===== config.mk =====
export PLATFORM = sky130hd
export DESIGN_NAME = dmem_ctrl
export DESIGN_NICKNAME = d
export VERILOG_FILES = /design/src/rtl/dmem_ctrl.sv
export SDC_FILE = /design/constraint.sdc
export NUM_CORES = 1
export LEC_CHECK = 0
export ABC_AREA = 1
export BUFFER_PORTS_ARGS = -buffer_cell sky130_fd_sc_hd__buf_2
export CORE_ASPECT_RATIO = 1.1
export CORE_UTILIZATION = 48
export DETAILED_ROUTE_END_ITERATION = 12
export SETUP_SLACK_MARGIN = 0.1
export SYNTH_ARGS = -nofsm -noshare
export SYNTH_HDL_FRONTEND = slang
export SYNTH_SLANG_ARGS = --single-unit
export TNS_END_PERCENT = 20

===== constraint.sdc =====
create_clock -name clk -period 13.6 [get_ports clk]
set_clock_uncertainty 0.05 [all_clocks]
set_input_delay 2.72 -clock clk [delete_from_list [all_inputs] [get_ports clk]]
set_output_delay 2.72 -clock clk [all_outputs]
set_load 0.005 [all_outputs]

===== src/rtl/dmem_ctrl.sv =====
// Data memory for the MIPS memory stage: big-endian byte/half/word access, accept on req_ready, response WAIT_STATES+1 edges later.
// Requests are ignored while busy; DMEM_ALIGN_CHECK_EN makes misalignment an error (otherwise the address is force-aligned).
module dmem_ctrl #(
  parameter int DEPTH_WORDS = 32,
  parameter int ADDR_W      = 32,
  parameter int WAIT_STATES = 1
) (
  input  logic              clk,
  input  logic              rst,
  input  logic              req_read,
  input  logic              req_write,
  input  logic [1:0]        req_size,
  input  logic [ADDR_W-1:0] req_adr,
  input  logic [31:0]       req_wdata,
  output logic              req_ready,
  output logic              rsp_valid,
  output logic [31:0]       rsp_rdata,
  output logic              rsp_err
);

  localparam int IDX_W = $clog2(DEPTH_WORDS);
  localparam logic [1:0] SZ_WORD = 2'd0;
  localparam logic [1:0] SZ_BYTE = 2'd1;
  localparam logic [1:0] SZ_HALF = 2'd2;
  localparam logic [1:0] SZ_RSVD = 2'd3;

  typedef enum logic [1:0] {S_IDLE, S_WAIT, S_RESP} state_t;

  state_t            state_q;
  logic [2:0]        cnt_q;
  logic              rd_q, wr_q;
  logic [1:0]        size_q;
  logic [ADDR_W-1:0] adr_q;
  logic [31:0]       wdata_q;
  logic              ready_q, valid_q, err_q;
  logic [31:0]       rdata_q;
  logic [31:0]       mem_q [DEPTH_WORDS];

  logic              accept, enter_resp, mem_we;
  logic              cur_rd, cur_wr;
  logic [1:0]        cur_size, off, eff_off;
  logic [ADDR_W-1:0] cur_adr;
  logic [31:0]       cur_wdata;
  logic              oor, err_d;
  logic [IDX_W-1:0]  idx;
  logic [4:0]        shift;
  logic [31:0]       mask, wlane, word_rd, wr_word, rdata_d;

  assign accept     = ready_q & (req_read | req_write);
  assign enter_resp = ((state_q == S_IDLE) && accept && (WAIT_STATES == 0)) ||
                      ((state_q == S_WAIT) && (cnt_q == 3'd1));

  // With zero wait states the commit edge is the accept edge, so decode the live request.
  always_comb begin
    cur_rd    = rd_q;
    cur_wr    = wr_q;
    cur_size  = size_q;
    cur_adr   = adr_q;
    cur_wdata = wdata_q;
    if (state_q == S_IDLE) begin
      cur_rd    = req_read;
      cur_wr    = req_write;
      cur_size  = req_size;
      cur_adr   = req_adr;
      cur_wdata = req_wdata;
    end
  end

  assign off = cur_adr[1:0];
  assign idx = cur_adr[IDX_W+1:2];
  assign oor = {2'b00, cur_adr[ADDR_W-1:2]} >= ADDR_W'(DEPTH_WORDS);

`ifdef DMEM_ALIGN_CHECK_EN
  logic misalign;
  assign misalign = ((cur_size == SZ_HALF) && off[0]) ||
                    ((cur_size == SZ_WORD) && (off != 2'b00));
  assign eff_off  = off;
  assign err_d    = oor | (cur_size == SZ_RSVD) | (cur_rd & cur_wr) | misalign;
`else
  assign eff_off  = (cur_size == SZ_HALF) ? {off[1], 1'b0} :
                    (cur_size == SZ_WORD) ? 2'b00 : off;
  assign err_d    = oor | (cur_size == SZ_RSVD) | (cur_rd & cur_wr);
`endif

  // Big-endian lanes: offset 0 is the most significant byte.
  always_comb begin
    shift = 5'd0;
    mask  = 32'hFFFF_FFFF;
    wlane = cur_wdata;
    case (cur_size)
      SZ_BYTE: begin
        shift = {~eff_off, 3'b000};
        mask  = 32'h0000_00FF << shift;
        wlane = {24'h0, cur_wdata[7:0]};
      end
      SZ_HALF: begin
        shift = eff_off[1] ? 5'd0 : 5'd16;
        mask  = 32'h0000_FFFF << shift;
        wlane = {16'h0, cur_wdata[15:0]};
      end
      default: ;
    endcase
  end

  assign word_rd = mem_q[idx];
  assign wr_word = (word_rd & ~mask) | ((wlane << shift) & mask);
  assign rdata_d = (cur_rd && !err_d) ? ((word_rd & mask) >> shift) : 32'h0;
  assign mem_we  = enter_resp & cur_wr & ~err_d;

  always_ff @(posedge clk) begin
    if (mem_we) mem_q[idx] <= wr_word;
  end

  always_ff @(posedge clk or negedge rst) begin
    if (!rst) begin
      state_q <= S_IDLE;
      cnt_q   <= 3'd0;
      rd_q    <= 1'b0;
      wr_q    <= 1'b0;
      size_q  <= 2'd0;
      adr_q   <= '0;
      wdata_q <= 32'h0;
      ready_q <= 1'b1;
      valid_q <= 1'b0;
      rdata_q <= 32'h0;
      err_q   <= 1'b0;
    end else begin
      case (state_q)
        S_IDLE: begin
          if (accept) begin
            rd_q    <= req_read;
            wr_q    <= req_write;
            size_q  <= req_size;
            adr_q   <= req_adr;
            wdata_q <= req_wdata;
            ready_q <= 1'b0;
            if (WAIT_STATES == 0) begin
              state_q <= S_RESP;
              valid_q <= 1'b1;
              rdata_q <= rdata_d;
              err_q   <= err_d;
            end else begin
              state_q <= S_WAIT;
              cnt_q   <= 3'(WAIT_STATES);
            end
          end
        end
        S_WAIT: begin
          if (cnt_q == 3'd1) begin
            state_q <= S_RESP;
            valid_q <= 1'b1;
            rdata_q <= rdata_d;
            err_q   <= err_d;
          end else begin
            cnt_q <= cnt_q - 3'd1;
          end
        end
        S_RESP: begin
          state_q <= S_IDLE;
          valid_q <= 1'b0;
          rdata_q <= 32'h0;
          err_q   <= 1'b0;
          ready_q <= 1'b1;
        end
        default: begin
          state_q <= S_IDLE;
          ready_q <= 1'b1;
          valid_q <= 1'b0;
        end
      endcase
    end
  end

  assign req_ready = ready_q;
  assign rsp_valid = valid_q;
  assign rsp_rdata = rdata_q;
  assign rsp_err   = err_q;

endmodule


==> results of run 1 <==
## worst max-delay path: stages
cell	delay (ps)
sky130_fd_sc_hd__buf_2	120
sky130_fd_sc_hd__nand2_2	50
sky130_fd_sc_hd__buf_4	280
sky130_fd_sc_hd__nand2_8	500
sky130_fd_sc_hd__buf_12	610
sky130_fd_sc_hd__nand4_1	1000
sky130_fd_sc_hd__nor2_4	1070
sky130_fd_sc_hd__buf_4	510
## logic make-up after synthesis
kind of cell	Yosys count	share of synthesized area [%]
AOI/OAI and AO/OA	399	4.10
xor gates and xnor gates	1	0.0172
adders and majority gates	6	0.148
buffers and inverters	1031	8.16
DFF	1132	65.9
muxes	2	0.0394
and+or+nand+nor	2794	21.7
## sequential cells by signal, indices dropped and copies added, names as in the netlist, 2 cells and up
register,flops
rsp_rdata,32
state_q,2
cnt_q,3
wdata_q,32
size_q,2
mem_q,1024
adr_q,32
## per-stage QoR
step / hold slack [ps] / utilization [%]
after floorplan: 398 / -
after global placement: 411 / 50.7
after detailed placement: 411 / 50.7
after CTS: 431 / 54.4
after global routing: 436 / 54.4
final: 425 / 54.4
## path summary, 6_finish.rpt
check,startpoint,to,slack [ps],depth (start not counted)
setup / recovery,req_adr[2],mem_q[17][29],6900,8
hold / removal,rsp_rdata[11],rsp_rdata[11],420,2
setup reg to reg,state_q[1],mem_q[17][29],7730,9
hold reg to reg,rsp_rdata[11],rsp_rdata[11],420,2
max in group asynchronous,rst,wdata_q[10],10140,2
min in group asynchronous,rst,adr_q[24],1950,1
## per-layer routing
metal  up-vias  track usage [%]  wire length (um)
met5         -                0                 0
met4         0             9.83              5300
met2      1481             44.7             69800
met1     17300             38.8             62600
met3       263             4.21             11900
li1      17100                -                 -
## layout make-up
class                           instances  area [um^2]
Tap cell                             1386         1730
Timing Repair Buffer                  187         1220
Clock inverter                         65          616
Antenna cell                            1         2.50
Sequential cell                      1132        33500
Fill cell                            9218        47600
Multi-Input combinational cell       3202        13700
Clock buffer                          155         3200
Inverter                              779         2930
## cell usage in the layout, fill, tap and decap left out, types with 3 or more instances in the layout
| cell | count |
|---|---|
| sky130_fd_sc_hd__clkinv_1 | 27 |
| sky130_fd_sc_hd__nor2_2 | 4 |
| sky130_fd_sc_hd__nand3b_1 | 25 |
| sky130_fd_sc_hd__clkinvlp_4 | 5 |
| sky130_fd_sc_hd__clkbuf_1 | 26 |
| sky130_fd_sc_hd__inv_1 | 772 |
| sky130_fd_sc_hd__nor3_1 | 12 |
| sky130_fd_sc_hd__nand2_1 | 2206 |
| sky130_fd_sc_hd__inv_2 | 4 |
| sky130_fd_sc_hd__nor2_4 | 42 |
| sky130_fd_sc_hd__o21a_1 | 3 |
| sky130_fd_sc_hd__buf_2 | 103 |
| sky130_fd_sc_hd__dfrtp_1 | 107 |
| sky130_fd_sc_hd__o21ai_2 | 14 |
| sky130_fd_sc_hd__nor2_1 | 266 |
| sky130_fd_sc_hd__clkinv_2 | 20 |
| sky130_fd_sc_hd__o21ai_1 | 28 |
| sky130_fd_sc_hd__a22oi_1 | 6 |
| sky130_fd_sc_hd__nor4_1 | 10 |
| sky130_fd_sc_hd__clkbuf_8 | 11 |
| sky130_fd_sc_hd__bufinv_16 | 11 |
| sky130_fd_sc_hd__ha_1 | 6 |
| sky130_fd_sc_hd__nand3_1 | 181 |
| sky130_fd_sc_hd__o21ai_0 | 308 |
| sky130_fd_sc_hd__nand4_1 | 36 |
| sky130_fd_sc_hd__buf_12 | 5 |
| sky130_fd_sc_hd__a21oi_1 | 21 |
| sky130_fd_sc_hd__edfxtp_1 | 1024 |
| sky130_fd_sc_hd__o21ai_4 | 7 |
| sky130_fd_sc_hd__buf_4 | 78 |
| sky130_fd_sc_hd__clkbuf_16 | 118 |
| sky130_fd_sc_hd__nand2_4 | 3 |
==> flow_summary.json, run 1 <==
{
  "async_reset_ff_share_pct": 9.54,
  "synth.yosys.seq_area_share_pct": 65.9,
  "core_area_um2": 104000,
  "startpoint_type": "input port",
  "post_cts.resized_instances": 0,
  "final_cells": 6907,
  "post-synth-top-area-fraction_pct": 60.5,
  "floorplan.rows": 124,
  "drt-total-wl_mm": 150,
  "timing.fmax_mhz": 149,
  "synth_enable_flop_cells": 1024,
  "synthCells": 5365,
  "tritoncts": "done",
  "pins_over_their_slew_limit": 0,
  "yosysTopAreaCell": "sky130_fd_sc_hd__edfxtp_1",
  "drive_above_1_share_pct": 8.03,
  "clock-sinks": 1132,
  "die_area_um2": 107000,
  "final_hold_viol_count": 0,
  "finalCritPeriodShare_pct": 49.2,
  "placed_cells": 6685,
  "cp.arrival_ps": 7000,
  "hold_buffers": 0,
  "synth_most_common_cell": "sky130_fd_sc_hd__nand2_1",
  "setup_repair_after_global_routing_missed_its_margin": "false",
  "syn_to_final_growth_pct": 11.9,
  "synth_area_leaders": "sky130_fd_sc_hd__edfxtp_1 (61%), sky130_fd_sc_hd__nand2_1 (16%), sky130_fd_sc_hd__inv_1 (5.7%)",
  "chipWidth_um": 312,
  "tritoncts.num_buffers": 115,
  "grt.total_usage_pct": 27.9,
  "ctsRootBufferMaster": "sky130_fd_sc_hd__clkbuf_16",
  "wl_per_cell_um": 21.7,
  "synth.distinct_cells": 43,
  "dominantRegCellSynth": "sky130_fd_sc_hd__edfxtp_1",
  "timing.final.ws_setup_ps": 6900,
  "post-place-ws_ps": 6090,
  "remaining_drc_errors": 0,
  "port_buffers": 104,
  "die_y_um": 343,
  "grt_pass1_vias": 33200,
  "run_status": "complete, no violations",
  "cts.clk_slew.worst_paths_ps": 60,
  "syn-num-nets": 5441,
  "vias": 36100,
  "timing.max_cap.violations": 0,
  "post-route-min-period_ps": 6700,
  "gp_congestion": 0.928,
  "cts_max_path_buffers": 3,
  "drt_first_iter_violations": 4264,
  "syn-mean-instance-area_um2": 9.47,
  "ios": 105,
  "grt_first_pass_wirelength_mm": 220,
  "finalNetCount": 5493,
  "drt-pass1-iter-count": 6,
  "tns_ps": 0,
  "min_path_type": "reg2reg",
  "setup-violations-final": 0,
  "max_slew.worst_pin.slew_ps": 1300,
  "crit_path_max_fanout": 157,
  "timing_worst_setup_path_type": "in2reg",
  "post_cts_buffers": 0,
  "number_of_antenna_violations_at_the_first_check_in_global_routing": 1,
  "overflow": 0,
  "grt_max_degree": 240,
  "place_area_um2": 53000,
  "mappedNetlistArea_um2": 50800,
  "postLayoutCellArea_um2": 56800,
  "slew_headroom_pct": 13.5,
  "worst_skew_pair.late_latency_ps": 710,
  "crit_path_capture_type": "flip-flop",
  "routed_via_density": 5.23,
  "total_half_perimeter_wirelength_after_legalization_and_detailed_placement_mm": 85.6,
  "floorplan.initialDensity_pct": 48.7,
  "antenna_left": 0,
  "clock_tree.htree_level_count": 3,
  "synthesis.yosys.warnings": 0,
  "worstPathRequired_ps": 13900,
  "number_of_register_bits_inferred_by_synthesis": 1132,
  "ys_top_cells_by_count": "sky130_fd_sc_hd__nand2_1 (2,207), sky130_fd_sc_hd__edfxtp_1 (1,024), sky130_fd_sc_hd__inv_1 (772)"
}
Power of run 1 is left out: the tool's default activity adds up to more than one toggle a clock period on the data nets, which glitch-free logic cannot reach.
==> run 2, diff against run 1 <==
- ABC_AREA: 1 -> 0
- PLACE_DENSITY: unset -> 0.66
- clock period: 13.6 -> 5.97 ns (I/O delays scaled with it)
==> run 2 against run 1 <==
  * First-iteration DRC count fell by 14%
  * Synthesized area fell by 16%
  * Sequential share of layout area rose by 8.8 points
  * Setup slack got worse by 5800 ps
  * Die area fell by 15%
  * Synthesized cell count fell by 50%
  * Global-route usage fell by 1.0 points
  * Final area fell by 13%
  * Hold slack improved by 23 ps
  * Count of clock-buffer cells in the layout fell by 32
  * Cell count fell by 40%
  * Core utilization rose by 1.6 points
==> flow_summary.json, run 2 <==
{
  "startpoint_type": "flip-flop",
  "ctsRootBufferMaster": "sky130_fd_sc_hd__clkbuf_16",
  "vias": 26900,
  "synth_area_leaders": "sky130_fd_sc_hd__edfxtp_1 (72%), sky130_fd_sc_hd__o22ai_1 (7.4%), sky130_fd_sc_hd__dfrtp_1 (6.2%)",
  "port_buffers": 104,
  "timing.max_cap.violations": 0,
  "async_reset_ff_share_pct": 9.54,
  "hold_path.startpoint": "rsp_valid",
  "finalCritPeriodShare_pct": 81.6,
  "dominantRegCellSynth": "sky130_fd_sc_hd__edfxtp_1",
  "ys_top_cells_by_count": "sky130_fd_sc_hd__edfxtp_1 (1,024), sky130_fd_sc_hd__o22ai_1 (509), sky130_fd_sc_hd__o21ai_0 (213)",
  "floorplan.rows": 114,
  "run_status": "complete, no violations",
  "cp.arrival_ps": 5250,
  "number_of_register_bits_inferred_by_synthesis": 1132,
  "critical_path_buf_inv_count": 3,
  "die_y_um": 316,
  "number_of_antenna_violations_at_the_first_check_in_global_routing": 3,
  "synthCells": 2701,
  "yosysTopAreaCell": "sky130_fd_sc_hd__edfxtp_1",
  "place_area_um2": 46100,
  "die_area_um2": 90600,
  "most_common_cell_after_layout_fill_and_taps_aside": "sky130_fd_sc_hd__edfxtp_1",
  "syn-mean-instance-area_um2": 15.9,
  "mostFrequentLayoutCells": "sky130_fd_sc_hd__edfxtp_1 (1,024), sky130_fd_sc_hd__o22ai_1 (509), sky130_fd_sc_hd__o21ai_0 (212)",
  "timing_worst_setup_path_type": "reg2reg",
  "drt-pass1-iter-count": 5,
  "gp_congestion": 0.902,
  "tritoncts": "done",
  "wl_per_cell_um": 29.6,
  "clock-sinks": 1132,
  "antenna_left": 0,
  "post-synth-top-area-fraction_pct": 71.6,
  "critical-path-max-stage-delay_ps": 780,
  "grt_first_pass_wirelength_mm": 177,
  "chipWidth_um": 287,
  "worstPathRequired_ps": 6350,
  "grt_pass1_vias": 26200,
  "timing.fmax_mhz": 205,
  "post_cts.resized_instances": 0,
  "synth.distinct_cells": 59,
  "post_cts_buffers": 0,
  "crit_path_cell_trace": "or2_1, a31oi_4, buf_12, buf_4, o22ai_1, o21ai_0, o21ai_0, nor3_1, mux2_2, buf_4",
  "cp_slowest_cell": "sky130_fd_sc_hd__a31oi_4",
  "register_with_the_most_flip_flops": "mem_q",
  "slew_headroom_pct": 15.7,
  "crit_family": "compound AO/OA/AOI/OAI gates",
  "syn-num-nets": 2777,
  "core_area_um2": 88300,
  "cts.clk_slew.worst_paths_ps": 60,
  "synth_enable_flop_cells": 1024,
  "hold_buffers": 0,
  "largest_reg_flops": 1024,
  "min_path_type": "reg2reg",
  "max_slew.worst_pin.slew_ps": 1260,
  "syn_to_final_growth_pct": 15.2,
  "drive_above_1_share_pct": 19.7,
  "finalNetCount": 2976,
  "drt-total-wl_mm": 122,
  "pins_over_their_slew_limit": 0,
  "routed_via_density": 6.50,
  "grt_max_degree": 97,
  "clock_tree.htree_level_count": 3,
  "remaining_drc_errors": 0,
  "tns_ps": 0,
  "cts_max_path_buffers": 3,
  "ios": 105,
  "synthesis.yosys.warnings": 0,
  "drt_first_iter_violations": 3669,
  "worst_skew_pair.late_latency_ps": 690,
  "crit_path_capture_type": "flip-flop",
  "post-route-min-period_ps": 4870,
  "setup-violations-final": 0,
  "postLayoutCellArea_um2": 49500,
  "synth.yosys.seq_area_share_pct": 77.9,
  "grt.total_usage_pct": 26.9,
  "overflow": 0,
  "final_hold_viol_count": 0,
  "total_half_perimeter_wirelength_after_legalization_and_detailed_placement_mm": 74.2,
  "reg2reg_from": "state_q[1]",
  "mappedNetlistArea_um2": 42900,
  "setup.worst_path.start": "state_q[1]",
  "floorplan.initialDensity_pct": 48.6,
  "setup_repair_after_global_routing_missed_its_margin": "false",
  "synth_most_common_cell": "sky130_fd_sc_hd__edfxtp_1",
  "hold_ws_ps": 448,
  "tritoncts.num_buffers": 104,
  "crit_path_max_fanout": 44
}
[run 2: final cells by class]
type                    count  area [um^2]
repair buffers            269         2350
flip-flops and latches   1132        33500
fillers                  6716        38800
inverters                  19         71.3
clock inverters            62          559
multi-input cells        1374         8780
diodes                      1         2.50
clock buffers             123         2780
well taps                1160         1450
[run 2: per-layer routing]
metal	vias up	global-route usage [%]	wire [um]
met4	0	11.6	5000
met1	13600	37.2	47200
met2	1715	42.0	57000
li1	11300	-	-
met3	268	4.94	13200
met5	-	0	0
[run 2: path summary, 6_finish.rpt]
| path | to | slack [ps] | cells past startpoint |
|---|---|---|---|
| min reg2reg | rsp_valid | 450 | 1 |
| max in group asynchronous | rsp_rdata[7] | 4190 | 2 |
| min in group asynchronous | adr_q[4] | 500 | 1 |
| max | mem_q[25][18] | 1100 | 10 |
| max reg2reg | mem_q[25][18] | 1100 | 10 |
| min | rsp_valid | 450 | 1 |
[run 2: kinds of logic (layout without fill, tap and decap cells)]
logic type      Yosys count  in the layout  share of synthesized area, %
flops                  1132           1132                          77.9
compound gates          916            916                          12.9
simple gates            354            354                          3.92
buf+inv                 195            473                          2.50
mux                      98             98                          2.53
fa+ha+maj                 6              6                         0.175
other cells               0              1                             0
[run 2: per-stage QoR]
step           cells  worst slack, ps  util, %
4_1_cts         4139             1220     56.0
6_report        4140             1100     56.0
2_1_floorplan   2701              948        -
3_5_place_dp    3954             1050     52.2
5_1_grt         4139             1020     56.0
3_3_place_gp    3954             1110     52.2
Power of run 2 is left out for the same reason.
